## src/rtl/note_step_sequencer_pkg.sv

```systemverilog
// Shared music definitions for the note step sequencer: MIDI field widths,
// the note-off velocity and the sequencer FSM state encoding.
package note_step_sequencer_pkg;

  localparam int NOTE_W = 8;
  localparam int VEL_W  = 8;

  localparam logic [VEL_W-1:0] NOTE_OFF_VELOCITY = '0;

  typedef enum logic [2:0] {
    ST_IDLE     = 3'd0,
    ST_FETCH    = 3'd1,
    ST_CAPTURE  = 3'd2,
    ST_SEND_ON  = 3'd3,
    ST_GATE     = 3'd4,
    ST_SEND_OFF = 3'd5,
    ST_REST     = 3'd6
  } seq_state_t;

endpackage

```

## src/rtl/note_step_sequencer_step_timer.sv

```systemverilog
// Step period counter: restarts on each step start, counts while running and
// parks at the terminal count until the sequencer is ready for the next step.
module note_step_sequencer_step_timer
  import note_step_sequencer_pkg::*;
#(
  parameter int STEP_TICKS = 16
) (
  input  logic clk,
  input  logic rst_n,
  input  logic run,
  input  logic advance_ok,
  output logic at_term,
  output logic step_pulse
);

  localparam int SW = (STEP_TICKS > 2) ? $clog2(STEP_TICKS) : 1;
  localparam logic [SW-1:0] TERM = SW'(STEP_TICKS - 1);

  logic [SW-1:0] step_cnt;

  always_ff @(posedge clk or negedge rst_n) begin
    if (!rst_n) begin
      step_cnt   <= '0;
      step_pulse <= 1'b0;
    end else begin
      step_pulse <= advance_ok;
      if (advance_ok) begin
        step_cnt <= '0;
      end else if (run && (step_cnt != TERM)) begin
        // Holding at TERM stretches the step while the consumer stalls.
        step_cnt <= step_cnt + 1'b1;
      end
    end
  end

  assign at_term = (step_cnt == TERM);

endmodule

```

## src/rtl/note_step_sequencer.sv

```systemverilog
// Tempo-driven step sequencer: walks the note ROM and emits a note-on /
// note-off event pair per step on a valid/ready stream.
module note_step_sequencer
  import note_step_sequencer_pkg::*;
#(
  parameter int N          = 3,
  parameter int STEP_TICKS = 16,
  parameter int GATE_TICKS = 8
) (
  input  logic              clk,
  input  logic              rst_n,
  input  logic              enable,
  output logic [N-1:0]      index,
  input  logic [NOTE_W-1:0] rom_note,
  input  logic [VEL_W-1:0]  rom_velocity,
  output logic              evt_valid,
  input  logic              evt_ready,
  output logic              evt_on,
  output logic [NOTE_W-1:0] evt_note,
  output logic [VEL_W-1:0]  evt_velocity,
  output logic              step_pulse,
  output logic              sounding
);

  localparam int GW = (GATE_TICKS > 2) ? $clog2(GATE_TICKS) : 1;
  // Leaving GATE on this count puts note-off valid exactly GATE_TICKS
  // cycles after the note-on handshake cycle.
  localparam logic [GW-1:0] GATE_LAST = GW'(GATE_TICKS - 2);

  seq_state_t    state;
  logic [GW-1:0] gate_cnt;
  logic          handshake;
  logic          run;
  logic          advance_ok;
  logic          at_term;

  assign handshake  = evt_valid & evt_ready;
  assign run        = (state != ST_IDLE);
  assign advance_ok = enable & ((state == ST_IDLE) | ((state == ST_REST) & at_term));

  note_step_sequencer_step_timer #(
    .STEP_TICKS(STEP_TICKS)
  ) u_step_timer (
    .clk        (clk),
    .rst_n      (rst_n),
    .run        (run),
    .advance_ok (advance_ok),
    .at_term    (at_term),
    .step_pulse (step_pulse)
  );

  always_ff @(posedge clk or negedge rst_n) begin
    if (!rst_n) begin
      state        <= ST_IDLE;
      index        <= '0;
      gate_cnt     <= '0;
      evt_valid    <= 1'b0;
      evt_on       <= 1'b0;
      evt_note     <= '0;
      evt_velocity <= '0;
      sounding     <= 1'b0;
    end else begin
      unique case (state)
        ST_IDLE: begin
          if (enable) state <= ST_FETCH;
        end

        ST_FETCH: begin
          state <= enable ? ST_CAPTURE : ST_IDLE;
        end

        ST_CAPTURE: begin
          if (enable) begin
            evt_note     <= rom_note;
            evt_velocity <= rom_velocity;
            evt_on       <= 1'b1;
            evt_valid    <= 1'b1;
            state        <= ST_SEND_ON;
          end else begin
            state <= ST_IDLE;
          end
        end

        ST_SEND_ON: begin
          // An accepted note-on always proceeds to its note-off, even if
          // enable drops in the same cycle.
          if (handshake) begin
            sounding <= 1'b1;
            gate_cnt <= '0;
            if (GATE_TICKS == 1) begin
              evt_on       <= 1'b0;
              evt_velocity <= NOTE_OFF_VELOCITY;
              evt_valid    <= 1'b1;
              state        <= ST_SEND_OFF;
            end else begin
              evt_valid <= 1'b0;
              state     <= ST_GATE;
            end
          end else if (!enable) begin
            evt_valid <= 1'b0;
            state     <= ST_IDLE;
          end
        end

        ST_GATE: begin
          gate_cnt <= gate_cnt + 1'b1;
          if (!enable || (gate_cnt == GATE_LAST)) begin
            evt_on       <= 1'b0;
            evt_velocity <= NOTE_OFF_VELOCITY;
            evt_valid    <= 1'b1;
            state        <= ST_SEND_OFF;
          end
        end

        ST_SEND_OFF: begin
          if (handshake) begin
            evt_valid <= 1'b0;
            sounding  <= 1'b0;
            index     <= index + 1'b1;
            state     <= ST_REST;
          end
        end

        ST_REST: begin
          if (!enable) begin
            state <= ST_IDLE;
          end else if (at_term) begin
            state <= ST_FETCH;
          end
        end

        default: state <= ST_IDLE;
      endcase
    end
  end

endmodule
```

## config.mk

```make
export PLATFORM = sky130hd
export DESIGN_NAME = note_step_sequencer
export DESIGN_NICKNAME = d
export VERILOG_FILES = /design/src/rtl/note_step_sequencer_pkg.sv /design/src/rtl/note_step_sequencer_step_timer.sv /design/src/rtl/note_step_sequencer.sv
export SDC_FILE = /design/constraint.sdc
export NUM_CORES = 1
export LEC_CHECK = 0
export CAP_MARGIN = 15
export CORE_MARGIN = 4
export CORE_UTILIZATION = 33
export CTS_BUF_LIST = sky130_fd_sc_hd__clkbuf_4
export DETAILED_ROUTE_END_ITERATION = 10
export PLACE_DENSITY = 0.56
export SYNTH_ARGS = -nofsm -noshare
export SYNTH_HDL_FRONTEND = slang
export SYNTH_HIERARCHICAL = 1
export SYNTH_SLANG_ARGS = --single-unit
```

## constraint.sdc

```tcl
create_clock -name clk -period 4.02 [get_ports clk]
set_input_delay 0.603 -clock clk [delete_from_list [all_inputs] [get_ports clk]]
set_output_delay 0.603 -clock clk [all_outputs]
set_load 0.03 [all_outputs]
```

==> flow_metrics.env <==
export IMPL_drt_wl_total_mm=3.19
export IMPL_synth_edf_count=0
export IMPL_reg2reg_depth=3
export IMPL_clock_skew_ns=0.00484
export IMPL_clkTransAtPathRegs_ns=0.09
export IMPL_coreArea_mm2=0.00447
export IMPL_netlist_area_leader_share_pct=52.8
export IMPL_yosysTopAreaCell="dfrtp_1"
export IMPL_die_w_um=76.9
export IMPL_total_leakage_power_nw=0.893
export IMPL_grt_remaining_overflow=0
export IMPL_ys_warnings_count=6
export IMPL_num_rows=24
export IMPL_synth_area_mm2=0.00157
export IMPL_start_util_pct=35.0
export IMPL_grt_max_degree=34
export IMPL_cpPeakStageDelay_ns=0.66
export IMPL_holdPathStages=1
export IMPL_drv_slew=0
export IMPL_outcome="finished, final reports clean"
export IMPL_top_layer="met4"
export IMPL_drt_pass1_iterations=4
export IMPL_syn_to_final_growth_pct=31.3
export IMPL_p_per_area_mw_per_mm2=772
export IMPL_clockBufferDepth=2
export IMPL_ant_nets=0
export IMPL_hold_viol_final=0
export IMPL_antennaDiodeCount=0
export IMPL_crit_family="simple AND/OR/NAND/NOR gates"
export IMPL_worstSetupStartpointType="input port"
export IMPL_cts_inserted_buffers=5
export IMPL_setup_viol=0
export IMPL_dr_first_iter_drc_count=78
export IMPL_drive_gt1_share_pct=15.0
export IMPL_hold_class="register to register"
export IMPL_rsz0062_at_grt="false"
export IMPL_hpwl_mm=2.34
export IMPL_wl_met3_um=176
export IMPL_holdWs_ns=0.470
export IMPL_worst_skew_pair_late_latency_ns=0.32
export IMPL_min_period_ns=2.17
export IMPL_antenna_found_initial=0
export IMPL_synth_most_common_cell="dfrtp_1"
export IMPL_syn_inst=130
export IMPL_synth_area_leaders="dfrtp_1 53%, mux2_2 6.5%, a22o_1 6.2%, ha_1 3.2%, nor2_1 2.4%"
export IMPL_synth_common_cells="33 x dfrtp_1, 11 x a22o_1, 10 x nor2_1, 9 x mux2_2, 5 x o21ai_0"
export IMPL_worstSetupPathType="input port to register"
export IMPL_ir_worst_vdd_v=0.000398
export IMPL_postSynth_asyncResetShare_pct=100
export IMPL_post_route_period_util_pct=54.0
export IMPL_cp_depth=4
export IMPL_viasPerCell=5.06
export IMPL_cts_hold_buf=0
export IMPL_root_buffer="clkbuf_4"
export IMPL_vias=1138
export IMPL_met2_length_mm=1.55
export IMPL_wl_met1_mm=1.43
export IMPL_regArea_um2=826
export IMPL_grt_pass1_vias=1163
export IMPL_ys_seq_area_share_pct=52.8
export IMPL_crit_fanout=18
export IMPL_cts_sinks=33
export IMPL_critical_path_endpoint_type="register"
export IMPL_multiInputGateArea_um2=676
export IMPL_finalSetupTns_ns=0
export IMPL_fin_nets=197
export IMPL_syn_nets=154
export IMPL_cts_max_level=2
export IMPL_synth_ff_type="dfrtp_1"
export IMPL_die_h_um=76.9
export IMPL_synth_cell_types=42
export IMPL_cts_resized=0
export IMPL_dieArea_mm2=0.00591
export IMPL_placed_area_mm2=0.00201
export IMPL_setup_ws_ns=1.85
export IMPL_gp_congestion=0.763
export IMPL_track_usage_pct=11.7
export IMPL_portBuffers=42
export IMPL_ys_seq_elements=33
export IMPL_io_pins=43
export IMPL_crit_buf_inv=1
export IMPL_wl_per_cell_um=14.2
export IMPL_crit_arrival_ns=2.38
export IMPL_maxCapViolCount=0
export IMPL_relSlewSlack_pct=48.9
export IMPL_cp_required_ns=4.23
export IMPL_final_util_pct=45.9
export IMPL_pre_cts_slack_ns=1.48
export IMPL_final_area_mm2=0.00205
export IMPL_worstMarginPinSlew_ns=0.764
export IMPL_grt_pass1_wl_mm=5.59
export IMPL_fmax_ghz=0.461
export IMPL_crit_chain="clkdlybuf4s50_1 -> nand2b_4 -> nor3_4 -> mux2_2"
export IMPL_num_fill_cells=414
export IMPL_route_detailed_drc=0
export IMPL_cts_setup_buffers=0
export IMPL_cts_tree="done"
export IMPL_slowest_stage="clkdlybuf4s50_1"
export IMPL_synth_area_per_cell_um2=12.0
cell usage in the layout (no fill, tap or decap), drive strengths merged:
cell	instances
a21bo	1
a21o	3
a21oi	4
a221oi	1
a22o	11
a31oi	1
and3	1
and4b	1
buf	1
clkbuf	6
clkdlybuf4s50	42
clkinv	1
dfrtp	33
ha	4
inv	3
mux2	10
mux2i	2
nand2	4
nand2b	4
nand3	2
nand3b	1
nand4	1
nand4b	1
nor2	10
nor2b	2
nor3	4
nor3b	1
o21a	2
o21ai	5
o22a	1
o22ai	1
o31ai	1
or2	2
or3	2
xnor2	3
xor2	1
flip-flops by register name, summed over array words and instances (netlist names):
signal	flops
index	3
evt_on	1
evt_velocity	8
gate_cnt	3
u_step_timer/step_pulse	1
evt_valid	1
sounding	1
state	3
u_step_timer/step_cnt	4
evt_note	8
cells by family (layout without fill, tap and decap cells):
logic type,after synthesis,in the layout,share of synthesized area [%]
fa+ha+maj,4,4,3.20
simple gates,36,36,14.3
buf+inv,10,53,4.08
compound gates,31,31,14.7
mux,12,12,8.71
xor+xnor,4,4,2.24
flops,33,33,52.8
cell type report:
cell class,count,area share [%]
flip-flops and latches,33,40.2
clock buffers,6,2.19
repair buffers,43,20.8
inverters,3,0.548
well taps,52,3.17
multi-input cells,87,32.9
clock inverters,1,0.183
report_power, final:
| part | switching (mW) | total, mW | internal [mW] |
|---|---|---|---|
| Combinational | 0.408 | 0.807 | 0.399 |
| Clock | 0.103 | 0.173 | 0.0702 |
| Sequential | 0.132 | 0.606 | 0.474 |
| Total | 0.643 | 1.59 | 0.943 |
per-stage QoR:
step / power, mW / cells
3_5_place_dp: 1.43 / 218
6_report: 1.59 / 225
5_1_grt: 1.71 / 225
2_1_floorplan: 1.16 / 130
4_1_cts: 1.61 / 225
3_3_place_gp: 1.41 / 218
path summary, 6_finish.rpt:
| kind | start | to | slack [ns] |
|---|---|---|---|
| max | enable | evt_note[0]$_DFFE_PN0P_ | 1.85 |
| min | index[2]$_DFFE_PN0P_ | index[2]$_DFFE_PN0P_ | 0.47 |
| max reg2reg | state[1]$_DFFE_PN0P_ | evt_note[0]$_DFFE_PN0P_ | 2.10 |
| min reg2reg | index[2]$_DFFE_PN0P_ | index[2]$_DFFE_PN0P_ | 0.47 |
| max in group asynchronous | rst_n | evt_note[4]$_DFFE_PN0P_ | 3.04 |
| min in group asynchronous | rst_n | u_step_timer/step_cnt[0]$_DFFE_PN0P_ | 0.68 |
metal layers:
| layer | GRT usage, % | vias up |
|---|---|---|
| met3 | 3.51 | 5 |
| met4 | 4.35 | 0 |
| met2 | 18.2 | 34 |
| li1 | - | 549 |
| met5 | 0 | - |
| met1 | 15.3 | 550 |
Note: power is estimated with default switching activity, not from simulation.
